File: src/rtl/stream_drain_monitor.sv
// rtl/stream_drain_monitor.sv - drains one frame from a FIFO stream with stall patterns, checksum, peak and timeout
module stream_drain_monitor #(
  parameter int WIDTH     = 8,
  parameter int CNTW      = 11,
  parameter int FRAME_LEN = 1600,
  parameter int TIMEOUT   = 4096
) (
  input  logic             ap_clk,
  input  logic             ap_rst,
  input  logic [WIDTH-1:0] in0_V_TDATA,
  input  logic             in0_V_TVALID,
  output logic             in0_V_TREADY,
  input  logic             start,
  input  logic [7:0]       stall_pattern,
  input  logic [CNTW-1:0]  fifo_count,
  output logic [15:0]      beat_count,
  output logic [15:0]      checksum,
  output logic [CNTW-1:0]  peak_count,
  output logic             done,
  output logic             frame_err,
  output logic             busy
);

  typedef enum logic [1:0] {ST_IDLE, ST_RUN, ST_DONE} state_t;

  localparam int IDLEW = (TIMEOUT > 2) ? $clog2(TIMEOUT) : 1;
  localparam int SUMW  = (WIDTH > 16) ? WIDTH : 16;
  localparam logic [IDLEW-1:0] IDLE_LAST = IDLEW'(TIMEOUT - 1);
  localparam logic [15:0]      LAST_BEAT = 16'(FRAME_LEN - 1);

  state_t            r_state;
  logic [2:0]        r_phase;
  logic [IDLEW-1:0]  r_idle;
  logic [15:0]       r_beat_count;
  logic [15:0]       r_checksum;
  logic [CNTW-1:0]   r_peak;
  logic              r_done;
  logic              r_frame_err;

  logic              w_run;
  logic              w_tready;
  logic              w_beat;
  logic [SUMW-1:0]   w_data_ext;
  logic [CNTW-1:0]   w_peak_next;

  assign w_run       = (r_state == ST_RUN);
  assign w_tready    = w_run & stall_pattern[r_phase];
  assign w_beat      = w_tready & in0_V_TVALID;
  // Only the low 16 bits of the data matter for a modulo-2^16 sum.
  assign w_data_ext  = SUMW'(in0_V_TDATA);
  assign w_peak_next = (fifo_count > r_peak) ? fifo_count : r_peak;

  always_ff @(posedge ap_clk) begin
    if (ap_rst) begin
      r_state      <= ST_IDLE;
      r_phase      <= 3'd0;
      r_idle       <= '0;
      r_beat_count <= 16'd0;
      r_checksum   <= 16'd0;
      r_peak       <= '0;
      r_done       <= 1'b0;
      r_frame_err  <= 1'b0;
    end else begin
      case (r_state)
        ST_RUN: begin
          r_phase <= r_phase + 3'd1;
          r_peak  <= w_peak_next;
          // A beat wins over a coincident timeout.
          if (w_beat) begin
            r_beat_count <= r_beat_count + 16'd1;
            r_checksum   <= r_checksum + w_data_ext[15:0];
            r_idle       <= '0;
            if (r_beat_count == LAST_BEAT) begin
              r_state <= ST_DONE;
              r_done  <= 1'b1;
            end
          end else if (r_idle == IDLE_LAST) begin
            r_state     <= ST_DONE;
            r_done      <= 1'b1;
            r_frame_err <= 1'b1;
          end else begin
            r_idle <= r_idle + IDLEW'(1);
          end
        end
        default: begin
          if (start) begin
            r_state      <= ST_RUN;
            r_phase      <= 3'd0;
            r_idle       <= '0;
            r_beat_count <= 16'd0;
            r_checksum   <= 16'd0;
            r_peak       <= '0;
            r_done       <= 1'b0;
            r_frame_err  <= 1'b0;
          end
        end
      endcase
    end
  end

  assign in0_V_TREADY = w_tready;
  assign beat_count   = r_beat_count;
  assign checksum     = r_checksum;
  assign peak_count   = r_peak;
  assign done         = r_done;
  assign frame_err    = r_frame_err;
  assign busy         = w_run;

endmodule
File: config.mk
export PLATFORM = sky130hd
export DESIGN_NAME = stream_drain_monitor
export DESIGN_NICKNAME = d
export VERILOG_FILES = /design/src/rtl/stream_drain_monitor.sv
export SDC_FILE = /design/constraint.sdc
export NUM_CORES = 1
export LEC_CHECK = 0
export BUFFER_PORTS_ARGS = -buffer_cell sky130_fd_sc_hd__buf_2
export CAP_MARGIN = 20
export CORE_MARGIN = 5
export CORE_UTILIZATION = 50
export DETAILED_ROUTE_END_ITERATION = 16
export GPL_ROUTABILITY_DRIVEN = 0
export PLACE_DENSITY_LB_ADDON = 0.3
export SYNTH_ARGS = -nofsm -noshare
export SYNTH_HDL_FRONTEND = slang
export SYNTH_SLANG_ARGS = --single-unit
export TNS_END_PERCENT = 100
File: constraint.sdc
create_clock -name ap_clk -period 3.4 [get_ports ap_clk]
set_input_delay 0.68 -clock ap_clk [delete_from_list [all_inputs] [get_ports ap_clk]]
set_output_delay 0.68 -clock ap_clk [all_outputs]
set_load 0.03 [all_outputs]
# Word level (Yosys, flattened, before mapping)

Index checks and enable logic that the tools add are counted.
Widths: inputs -> output; s select.

$add $sub $neg: 4
Multiply operators: 0
Divide/modulo/power cells: 0
$lt $le $gt $ge: 2
Eq/ne operators: 10
Shift operators: 0
Mux-type cells: 28
Bitwise operators: 2
Reductions and logical operators: 6

Operators with widths:

| kind                  | number |
|---|---|
| $mux 16               | 5 |
| $mux 12               | 4 |
| $mux 11               | 3 |
| $add 16x1->16 const B | 1 |
| $add 16x8->16         | 1 |
| $eq 16x11->1 const B  | 1 |
| $add 12x1->12 const B | 1 |
| $eq 12x12->1 const B  | 1 |
| $gt 11x11->1          | 1 |
| $mux 2                | 5 |
| $mux 1                | 8 |
| $mux 3                | 2 |
| $ne 2x1->1 const B    | 3 |
| $reduce_and 2->1      | 3 |
| $reduce_and 3->1      | 2 |
| $lt 3x4->1 const B    | 1 |
| $add 3x1->3 const B   | 1 |
| $bmux 1 s3            | 1 |
| $ne 3x1->1 const B    | 1 |
| $ne 3x2->1 const B    | 1 |
| $ne 3x3->1 const B    | 1 |
| $and 1x1->1           | 2 |
| $eq 2x1->1 const B    | 1 |
| $ne 2x2->1 const B    | 1 |
| $reduce_bool 2->1     | 1 |

Register bits: 62
Latch bits: 0
Memory bits (writable): 0
ROM bits: 0
Output and inout port bits: 47
Word-level logic and storage cells: 60
Memories: 0

# Depth between registers and ports, before layout

Gate-level depths: netlist (run 1).

Depth after elaboration: 6
Depth in mapped cells: 9
Gate-level depth less buffers: 9

# Worst setup path after synthesis (run 1)

No wires, ideal clock.

Path type: input-to-output
Start point: in stall_pattern[3]
End point: out in0_V_TREADY
Arrival time: 1667 ps
Setup slack: 1053 ps
Stages: 3
Path buffers: 0
Path through: mux4_1 -> mux2i_4 -> nor2_1

Cells in the longest elaborated chain, start to end: 3

Ends and longest elaborated chain:

| element                      | RTL line | source |
|---|---|---|
| from (decl)                  | 14       | `input logic [7:0] stall_pattern,` |
| $bmux 1 s3                   | 47       | `assign w_tready = w_run & stall_pattern[r_phase];` |
| $mux 1 (not written as such) | 47       |  |
| $and 1x1->1                  | 47       |  |
| to (decl)                    | 12       | `output logic in0_V_TREADY,` |

Every way passes these cells. The select of a mux whose other input is x is not followed.

# Final worst setup path (run 1)

Start point: reg r_phase[1]
End point: out in0_V_TREADY

Cells in the longest elaborated chain, start to end: 3

Ends and longest elaborated chain:

| element                      | RTL line | source |
|---|---|---|
| from (decl)                  | 32       | `logic [2:0] r_phase;` |
| from (signal assigned)       | 66       | `r_phase <= r_phase + 3'd1;` |
| $bmux 1 s3                   | 47       |  |
| $mux 1 (not written as such) | 47       |  |
| $and 1x1->1                  | 47       |  |

Every way passes these cells. The select of a mux whose other input is x is not followed.

==> results of run 1 <==
per-stage QoR:
step | worst slack [ns] | area (um^2) | utilization, % | cells
floorplan | 1.053 | 3438 | - | 419
global placement | 0.8446 | 3871 | 57.30 | 561
detailed placement | 0.8174 | 3871 | 57.30 | 561
CTS | 0.7763 | 4096 | 60.63 | 577
global route | 0.6773 | 4096 | 60.63 | 577
finish | 0.7767 | 4096 | 60.63 | 577
final timing paths:
path                                endpoint  slack [ns]       start
worst min-delay path               frame_err        0.45   frame_err
worst max-delay path            in0_V_TREADY        0.78  r_phase[1]
worst max register to register  checksum[12]        0.98        done
worst min register to register     frame_err        0.45   frame_err
power by group through the flow:
stage	clock network [mW]	registers, mW	logic (mW)
6_report	0.733	0.737	0.223
5_1_grt	0.778	0.739	0.247
4_1_cts	0.741	0.737	0.222
3_5_place_dp	0	0.753	0.221
3_3_place_gp	0	0.753	0.217
2_1_floorplan	0	0.770	0.141
tightest hold or removal path, cell delays in order (launching register included):
cell	delay, ns
dfxtp_1	0.31
nand2_1	0.05
a21oi_1	0.05
registers in the layout, indices dropped and copies added (netlist names):
name and count:
done 1, beat_count 16, checksum 16, r_phase 3, r_state 1, frame_err 1, r_idle 12, peak_count 11
placed cells by master (no fill, tap or decap), drive strengths merged, types with 11 or more instances in the layout:
master / count
buf: 81
dfxtp: 61
nor2: 41
a21oi: 40
nand3: 37
nand2: 33
ha: 22
o21ai: 22
xor2: 21
inv: 18
nand4: 16
o211ai: 12
clkbuf: 12
and3: 11
layout make-up:
cell class,instances,area [um^2]
clock inverters,4,70.07
repair buffers,81,415.4
fillers,620,2660
flip-flops and latches,61,1221
multi-input cells,320,2063
inverters,19,71.32
clock buffers,12,155.1
well taps,80,100.1
cell families (layout without fill, tap and decap cells):
kind of cell | count (synthesis) | count (layout) | share of synthesized area [%]
mux | 4 | 4 | 2.365
buf+inv | 38 | 116 | 4.475
compound gates | 90 | 90 | 15.83
simple gates | 175 | 175 | 26.09
flops | 61 | 61 | 35.52
fa+ha+maj | 23 | 23 | 8.588
xor+xnor | 28 | 28 | 7.133
metal layers:
metal / wire length [um] / vias to the layer above / track usage, %
met5: 0 / - / 0
met4: 91 / 0 / 6.105
met3: 472 / 10 / 4.224
met2: 3952 / 91 / 33.47
met1: 3766 / 1486 / 25.34
li1: - / 1641 / -
==> impl_results.md, run 1 <==
- Clock latency on the worst-skew pair: approximately 0.33 ns
- Post-Syn Nets: roughly 470
- Worst slew pin tran: between 0.8 and 0.9 ns
- Layout Skew: roughly 0.0077 ns
- Layout cells sized above 1: between 20 and 25%
- EDFF count, synth: 0
- Post_cts resized: 0
- PD cells: a little over 400 nW/um^2
- Sum of negative setup slack: 0 ns
- Synth cell count leaders: 61 x dfxtp_1, 40 x nor2_1, 39 x a21oi_1
- Number of synthesized register bits: 61
- CP max FO: 7
- # port buffers: between 70 and 80
- First-pass GRT wire length: roughly 14000 um
- Share of the synthesized area in the top cell type: a little over a third
- Area leader, netlist: dfxtp_1
- Critical path cell sequence: mux4_1 > mux2i_4 > nor2_1 > buf_2
- Element type at the critical path start: flop
- Die Ht: a little over 90 um
- Antenna violations before repair: 0
- Status: complete, no violations
- Drt drc: 0
- VDD IR max: approximately 0.25 mV
- GRT Total Usage: between 15 and 20%
- CTS tree: built
- Core box area: between 6000 and 7000 um^2
- Via/cell ratio: ~5.6
- Die area: roughly 8600 um^2
- WHS: approximately 0.45 ns
- Setup CP Type: reg2out
- Starting DRT DRC Count: 123
- Share of total power in sequential cells: ~44%
- Number of global-route vias before repair: ~3100
- Synthesized area: roughly 3400 um^2
- Diode count: 0
- Worst hold path cell count: 2
- Post-synthesis cell count: around 420
- Max-cap violation count: 0
- Setup Fix Bufs, Post-CTS: 0
- Reg2Reg Depth: 7
- Total grt overflow: 0
- Final Max Slew Viols: 0
- Clock tree sinks: 61
- Routed vias: 3228
- NumNets Final: between 500 and 600
- Critical path depth: 4
- Initial cell density of the core: between 50% and 60%
- Pwr Total: 1.693 mW
- WP data required: between 2 and 3 ns
- Max Fclk: between 0.3 and 0.4 GHz
- Max_slew headroom: approximately 43%
- FP Rows: 30
- Arr. time, crit path: 1.94 ns
- Post-Route WL: 8282 um
- Pint: approximately 1.3 mW
- CTS max path bufs: 2
- CP max-delay cell: mux4_1
- Antenna viol nets, final: 0
- Register area share after synthesis: between 30% and 40%
- Mean post-synth cell area: 8.206 um^2
- P_leak: between 1.5 and 2 nW
- Htree depth: 3
- Final hold vios: 0
- Power share of the clock group: 43.3%
- Largest cells by area after synthesis: dfxtp_1 36%, ha_1 8.0%, a21oi_1 5.7%
- Ports: 78
- Area growth syn-to-layout: 19.14%
- CTS Buf Count: 9
- Final setup viols: 0
- CTS Hold Bufs: 0
- HPWL after DPL: approximately 6000 um
- Switching power total: 0.4384 mW
- Clock root buffer: clkbuf_8
- Routed wire per std cell: around 14 um
- Most frequent cell after synthesis: dfxtp_1
- Largest delay share family, worst path: multiplexers
- Endpoint class of the critical path: output port
- Final worst path period share: 77.16%
- Sw Ratio: 25.89%
- Slowest stage delay, CP: 0.62 ns
- Hold crit path type: reg2reg
- CP bufs+invs: 1
- Largest net degree at the start of global routing: 30
- Clock transition at path regs: approximately 0.070 ns
- Min Tclk post-route: about 2.6 ns
- Unique masters post-synth: 51
- RSZ-0062 raised after global routing: no
- Synth warn: 0
- Async S/R FF share, synth: 0%
- Comb power frac: a little over an eighth
- Most used DFF post-synth: dfxtp_1
- Number of detailed-route iterations in the first pass: 5
- Die width: roughly 93 um
(Power assumes the default switching activity.)
==> run 2, diff against run 1 <==
CORE_UTILIZATION = 49   (was 50)
clock period = 2.3 ns   (was 3.4 ns; I/O delays follow)
==> run 2 against run 1 <==
Clock power is 60% higher. Final cell count is 4.3% higher. Clock skew is 0.0018 ns higher. Register-to-register slack worse by 0.80 ns. Power is 54% higher. Design area is 2.6% higher. Largest cell class unchanged. Die area is 1.8% higher. Setup slack worse by 0.59 ns. Core utilization is 1.2 points higher. Non-clock buffer count is 9 higher. Global-route usage is 0.18 points higher.
==> impl_results.md, run 2 (synthesis gave the netlist of run 1 again) <==
- Reg2Reg Setup Slack: 0.18 ns (was 0.98 ns)
- R2r endpoint: checksum[10] (was checksum[12])
- Clock tree sinks: 61 (unchanged)
- Pint: 1.952 mW (was 1.255 mW)
- Core box area: 6794 um^2 (was 6756 um^2)
- Number of global-route vias before repair: 3171 (was 3123)
- P_leak: 1.770 nW (was 1.726 nW)
- Largest delay share family, worst path: simple AND/OR/NAND/NOR gates (was multiplexers)
- CTS tree: built (unchanged)
- GR Layer Usage met1: 24.05% (was 25.34%)
- Final Max Slew Viols: 0 (unchanged)
- Fillers: 637 (was 620)
- VDD IR max: 0.4058 mV (was 0.2450 mV)
- Arr. time, crit path: 2.39 ns (was 1.94 ns)
- Via/cell ratio: 5.547 (was 5.594)
- Routed wire per std cell: 14.10 um (was 14.35 um)
- CTS Buf Count: 9 (unchanged)
- Final setup viols: 0 (unchanged)
- Worst slew pin tran: 0.8533 ns (was 0.8591 ns)
- Hold crit path type: in2reg (was reg2reg)
- WP data required: 2.57 ns (was 2.72 ns)
- Area post-placement: 3951 um^2 (was 3871 um^2)
- Power share of the clock group: 44.8% (was 43.3%)
- Initial cell density of the core: 50.61% (was 50.89%)
- Reg2Reg Depth: 6 (was 7)
- Critical path cell sequence: mux4_2 > mux2i_4 > buf_4 > or2_1 > or4_1 > a21oi_1 (was mux4_1 > mux2i_4 > nor2_1 > buf_2)
- Layout cells sized above 1: 23.52% (was 21.53%)
- CP bufs+invs: 1 (unchanged)
- Worst setup endpoint: checksum[10] (was in0_V_TREADY)
- Busiest layer in global routing: met2 (unchanged)
- Die width: 93.77 um (was 92.93 um)
- Area growth syn-to-layout: 22.20% (was 19.14%)
- Endpoint class of the critical path: flop (was output port)
- Post-Route WL: 8486 um (was 8282 um)
- Diode count: 0 (unchanged)
- Commonest cells after routing, fill and taps aside: 77 x buf_2, 60 x dfxtp_1, 40 x nor2_1 (was 77 x buf_2, 61 x dfxtp_1, 40 x nor2_1)
- Final std cell area, no fill: 4202 um^2 (was 4096 um^2)
- Switching power total: 0.6532 mW (was 0.4384 mW)
- M2 GR Usage: 34.54% (was 33.47%)
- Antenna violations before repair: 0 (unchanged)
- Layout Skew: 0.009421 ns (was 0.007666 ns)
- Min Tclk post-route: between 2 and 2.5 ns
- NumNets Final: 555 (was 546)
- FP Rows: 30 (unchanged)
- CTS max path bufs: 2 (unchanged)
- First-pass GRT wire length: 14190 um (was 14100 um)
- Max-cap violation count: 0 (unchanged)
- Clock latency on the worst-skew pair: 0.34 ns (was 0.33 ns)
- Starting DRT DRC Count: 118 (was 123)
- Max_slew headroom: 43.11% (was 42.73%)
- Drt drc: 0 (unchanged)
- Met3 usage: 5.849% (was 4.224%)
- PD cells: 620.1 nW/um^2 (was 413.4 nW/um^2)
- Reg2reg start: r_phase[1] (was done)
- Element type at the critical path start: flop (unchanged)
- Clock root buffer: clkbuf_8 (unchanged)
- Status: complete, no violations (unchanged)
- Final hold vios: 0 (unchanged)
- Setup CP Type: reg2reg (was reg2out)
- Antenna viol nets, final: 0 (unchanged)
- Share of total power in sequential cells: 41.8% (was 43.5%)
- CP max-delay cell: or4_1 (was mux4_1)
- GRT Total Usage: 20.03% (was 19.86%)
- Htree depth: 3 (unchanged)
- HPWL after DPL: 6220 um (was 6000 um)
- Total grt overflow: 0 (unchanged)
- Final worst path period share: ~90%
- Comb power frac: 13.4% (was 13.1%)
- Number of detailed-route iterations in the first pass: 4 (was 5)
- CP max FO: 12 (was 7)
- Commonest non-fill, non-tap cell in the layout: buf_2 (unchanged)
- Die area: 8792 um^2 (was 8635 um^2)
- Die Ht: 93.77 um (was 92.93 um)
- Largest net degree at the start of global routing: 23 (was 30)
- Max Fclk: between 0.4 and 0.5 GHz
- Clock transition at path regs: 0.07 ns (about the same)
- Final Util: 61.84% (was 60.63%)
- Pwr Total: 2.605 mW (was 1.693 mW)
- Critical path depth: 6 (was 4)
- # port buffers: 77 (unchanged)
- Slowest stage delay, CP: 0.55 ns (was 0.62 ns)
- Ports: 78 (unchanged)
- Sw Ratio: 25.07% (was 25.89%)
- Crit. Startpoint: r_phase[1] (unchanged)
- Routed vias: 3339 (was 3228)
run 2: metal layers:
layer	vias up	share of wire, %
met5	-	0
met4	0	1.0
met3	10	6.8
met2	99	48
met1	1569	45
li1	1661	-
run 2: how the worst min path moves through the flow:
stage / start / end / cells after the start
CTS: fifo_count[7] / peak_count[7] / 3
global route: fifo_count[6] / peak_count[6] / 3
floorplan: r_state[0] / r_state[0] / 2
finish: fifo_count[7] / peak_count[7] / 3
global placement: frame_err / frame_err / 2
detailed placement: frame_err / frame_err / 2
run 2: through the flow:
step | hold WS, ns | setup WS, ns | cells | TNS (ns)
2_1_floorplan | 0.4502 | 0.08013 | 419 | 0
3_3_place_gp | 0.4424 | 0.05368 | 585 | 0
3_5_place_dp | 0.4486 | -0.02018 | 585 | -0.02018
4_1_cts | 0.3671 | 0.06806 | 602 | 0
5_1_grt | 0.3767 | -0.006855 | 602 | -0.006855
6_report | 0.3828 | 0.1827 | 602 | 0
run 2: worst min-delay path: cells and delay by family:
| family | cells | cell delay [ns] |
|---|---|---|
| buf+inv | 1 | 0.11 |
| simple gates | 1 | 0.06 |
| compound gates | 1 | 0.05 |
run 2: repair_timing:
item	CTS	global route
resized for setup	0	4
endpoints found under the setup margin	1	16
hold buffers	0	0
setup buffers	1	0
run 2: power groups by stage:
stage | registers, mW | clock network (mW) | logic (mW)
2_1_floorplan | 1.14 | 0 | 0.208
3_3_place_gp | 1.11 | 0 | 0.336
3_5_place_dp | 1.11 | 0 | 0.343
4_1_cts | 1.09 | 1.19 | 0.347
5_1_grt | 1.09 | 1.24 | 0.384
6_report | 1.09 | 1.17 | 0.348
run 2: layout make-up:
class | instances | area [um^2] | area share, %
inverters | 19 | 71.32 | 1.697
clock buffers | 12 | 145.1 | 3.454
repair buffers | 90 | 483.0 | 11.49
clock inverters | 4 | 95.09 | 2.263
multi-input cells | 320 | 2064 | 49.14
well taps | 96 | 120.1 | 2.859
flip-flops and latches | 61 | 1222 | 29.09
==> run 3, diff against run 2 <==
ABC_AREA = 1   (was default)
CORE_MARGIN = 2   (was 5)
CORE_UTILIZATION = 40   (was 49)
==> run 3 against run 2 <==
Register-to-register slack better by 0.16 ns. Power barely moved. Via count rose by 18%. Critical path type is now reg2out. Critical endpoint is now in0_V_TREADY. First-iteration DRC count fell by 3.4%. Critical path depth rose by 1. Non-clock buffer count decreased by 6. Sequential cell count stayed put. Core utilization shrank 13 points.
==> impl_results.md, run 3 <==
- Status: complete, no violations (unchanged)
- Layout cells sized above 1: 17.02% (was 23.52%)
- Clock root buffer: clkbuf_8 (unchanged)
- Final worst path period share: 89.28% (was 92.06%)
- Worst hold path cell count: 3 (unchanged)
- Post-synthesis cell count: 585 (was 419)
- Via/cell ratio: 4.985 (was 5.547)
- Die Ht: 102.3 um (was 93.77 um)
- Largest cells by area after synthesis: dfxtp_1 32%, nand2_1 14%, a21oi_1 7.6% (was dfxtp_1 36%, ha_1 8.0%, a21oi_1 5.7%)
- Hold Path Sink: peak_count[5] (was peak_count[7])
- Final setup viols: 0 (unchanged)
- Placed Instances: 778 (was 585)
- Layout Skew: 0.01018 ns (was 0.009421 ns)
- Worst slew pin tran: 0.6936 ns (was 0.8533 ns)
- Antenna violations before repair: 0 (unchanged)
- Clock latency on the worst-skew pair: 0.34 ns (about the same)
- Number of detailed-route iterations in the first pass: 5 (was 4)
- R2r endpoint: checksum[10] (unchanged)
- Slowest stage delay, CP: 0.50 ns (was 0.55 ns)
- Total grt overflow: 0 (unchanged)
- Area occupied by registers: 1221 um^2 (was 1222 um^2)
- Fillers: 1003 (was 637)
- Reg2Reg Depth: 12 (was 6)
- Routed wire per std cell: 12.10 um (was 14.10 um)
- CTS max path bufs: 2 (unchanged)
- Clock tree sinks: 61 (unchanged)
- FP Rows: 35 (was 30)
- Max_slew headroom: 53.33% (was 43.11%)
- Post_cts resized: 0 (unchanged)
- Min Tclk post-route: 2.053 ns (was 2.117 ns)
- Diode count: 0 (unchanged)
- Htree depth: 3 (unchanged)
- CP max-delay cell: dfxtp_1 (was or4_1)
- Largest net degree at the start of global routing: 34 (was 23)
- Area leader, netlist: dfxtp_1 (unchanged)
- NumNets Final: 714 (was 555)
- Die width: 102.3 um (was 93.77 um)
- Clock transition at path regs: 0.07 ns (about the same)
- Element type at the critical path start: flop (unchanged)
- WHS: 0.3823 ns (was 0.3828 ns)
- Reg2reg start: checksum[0] (was r_phase[1])
- Core box area: 9284 um^2 (was 6794 um^2)
- Worst hold start: fifo_count[5] (was fifo_count[7])
- RSZ-0062 raised after global routing: no
- Hold crit path type: in2reg (unchanged)
- Arr. time, crit path: 1.59 ns (was 2.39 ns)
- Setup CP Type: reg2out (was reg2reg)
- Die area: 10460 um^2 (was 8792 um^2)
- Routed vias: 3953 (was 3339)
- Most used DFF post-synth: dfxtp_1 (unchanged)
- Max-cap violation count: 0 (unchanged)
- Final hold vios: 0 (unchanged)
- Mean post-synth cell area: 6.600 um^2 (was 8.206 um^2)
- Register area share after synthesis: 31.63% (was 35.52%)
- Synth warn: 0 (unchanged)
- # port buffers: 77 (unchanged)
- Antenna viol nets, final: 0 (unchanged)
- Most frequent cell after synthesis: nand2_1 (was dfxtp_1)
- Number of synthesized register bits: 61 (unchanged)
- CTS tree: built (unchanged)
- EDFF count, synth: 0 (unchanged)
- Ports: 78 (unchanged)
- Synth cell count leaders: 145 x nand2_1, 71 x inv_1, 62 x nor2_1 (was 61 x dfxtp_1, 40 x nor2_1, 39 x a21oi_1)
- CTS Buf Count: 9 (unchanged)
- Post-Route WL: 9594 um (was 8486 um)
- Critical path cell sequence: inv_2 > nand2_1 > nand3b_1 > nand3_2 > nand3_1 > inv_1 > buf_2 (was mux4_2 > mux2i_4 > buf_4 > or2_1 > or4_1 > a21oi_1)
- HPWL after DPL: 7070 um (was 6220 um)
- Max Fclk: 0.4870 GHz (was 0.4723 GHz)
- Share of the synthesized area in the top cell type: 31.63% (was 35.52%)
- Final Max Slew Viols: 0 (unchanged)
- Post-Syn Nets: 639 (was 473)
- Layout Cells excl Fill: 793 (was 602)
- VDD IR max: 0.2932 mV (was 0.4058 mV)
- First-pass GRT wire length: 15640 um (was 14190 um)
- Sum of negative setup slack: 0 ns (unchanged)
- Async S/R FF share, synth: 0% (unchanged)
- Multi-input logic area: 2238 um^2 (was 2064 um^2)
- Commonest non-fill, non-tap cell in the layout: nand2_1 (was buf_2)
- Reg2Reg Setup Slack: 0.34 ns (was 0.18 ns)
- P_leak: 2.050 nW (was 1.770 nW)
- WP data required: 1.84 ns (was 2.57 ns)
- GRT Total Usage: 18.63% (was 20.03%)
- Commonest cells after routing, fill and taps aside: 145 x nand2_1, 77 x buf_2, 71 x inv_1 (was 77 x buf_2, 60 x dfxtp_1, 40 x nor2_1)
- Starting DRT DRC Count: 114 (was 118)
- Crit. Startpoint: r_phase[0] (was r_phase[1])
- Number of global-route vias before repair: 3463 (was 3171)
- PD cells: 573.0 nW/um^2 (was 620.1 nW/um^2)
- Drt drc: 0 (unchanged)
- CP max FO: 9 (was 12)
- Initial cell density of the core: 41.59% (was 50.61%)
- Area growth syn-to-layout: 17.82% (was 22.20%)
- Unique masters post-synth: 34 (was 51)
- CTS Hold Bufs: 0 (unchanged)
- Setup Fix Bufs, Post-CTS: 0 (was 1)
- Endpoint class of the critical path: output port (was flop)
- Synthesized area: 3861 um^2 (was 3438 um^2)
run 3: changes by cell type after synthesis, sizes merged, moves of 12 or more:
cell	delta
nand2	+114
inv	+56
nor2	+22
nand3	+21
a21oi	+19
o211ai	-12
xor2	-12
run 3: worst max-delay path: cells and delay by family, from the launching register on:
family        cells  cell delay, ns
flops             1            0.50
buf+inv           3            0.35
simple gates      4            0.40
run 3: final cells by class:
class	count	share of cell area [%]
Clock inverter	3	0.9901
Timing Repair Buffer	84	9.901
Multi-Input combinational cell	430	49.20
Inverter	74	6.106
Sequential cell	61	26.84
Tap cell	129	3.548
Clock buffer	12	3.410
run 3: worst max-delay path by stage:
stage / depth (start not counted) / slack [ns] / end
detailed placement: 13 / 0.18 / checksum[10]
global placement: 13 / 0.23 / checksum[10]
CTS: 7 / 0.21 / in0_V_TREADY
global route: 7 / 0.06 / in0_V_TREADY
finish: 7 / 0.25 / in0_V_TREADY
floorplan: 12 / 0.27 / checksum[10]
run 3: through the flow:
stage	cell area [um^2]	setup WS [ns]	utilization, %	total power, mW
detailed placement	4349	0.1820	46.85	1.636
finish	4549	0.2466	49.00	2.607
floorplan	3861	0.2744	-	1.502
global placement	4349	0.2254	46.85	1.628
global route	4549	0.06440	49.00	2.731
CTS	4549	0.2117	49.00	2.627
run 3: power by group:
group | internal [mW] | switching (mW)
Sequential | 1.09 | 0.0328
Clock | 0.555 | 0.441
Combinational | 0.166 | 0.322
run 3: metal layers:
metal | global-route usage [%] | wire [um] | vias to the layer above
met3 | 3.146 | 495 | 10
li1 | - | - | 2057
met2 | 31.38 | 4375 | 100
met5 | 0 | 0 | -
met1 | 24.27 | 4595 | 1786
met4 | 6.154 | 127 | 0
run 3: cell families (layout without fill, tap and decap cells):
family                   count (synthesis)  in the layout  synth area share (%)
AO/OA/AOI/OAI                           84             84                 11.54
XOR/XNOR                                 9              9                 2.042
adder cells (fa/ha/maj)                 23             23                 7.647
buffers and inverters                   94            173                 10.40
flip-flops                              61             61                 31.63
AND/OR/NAND/NOR                        314            314                 36.75
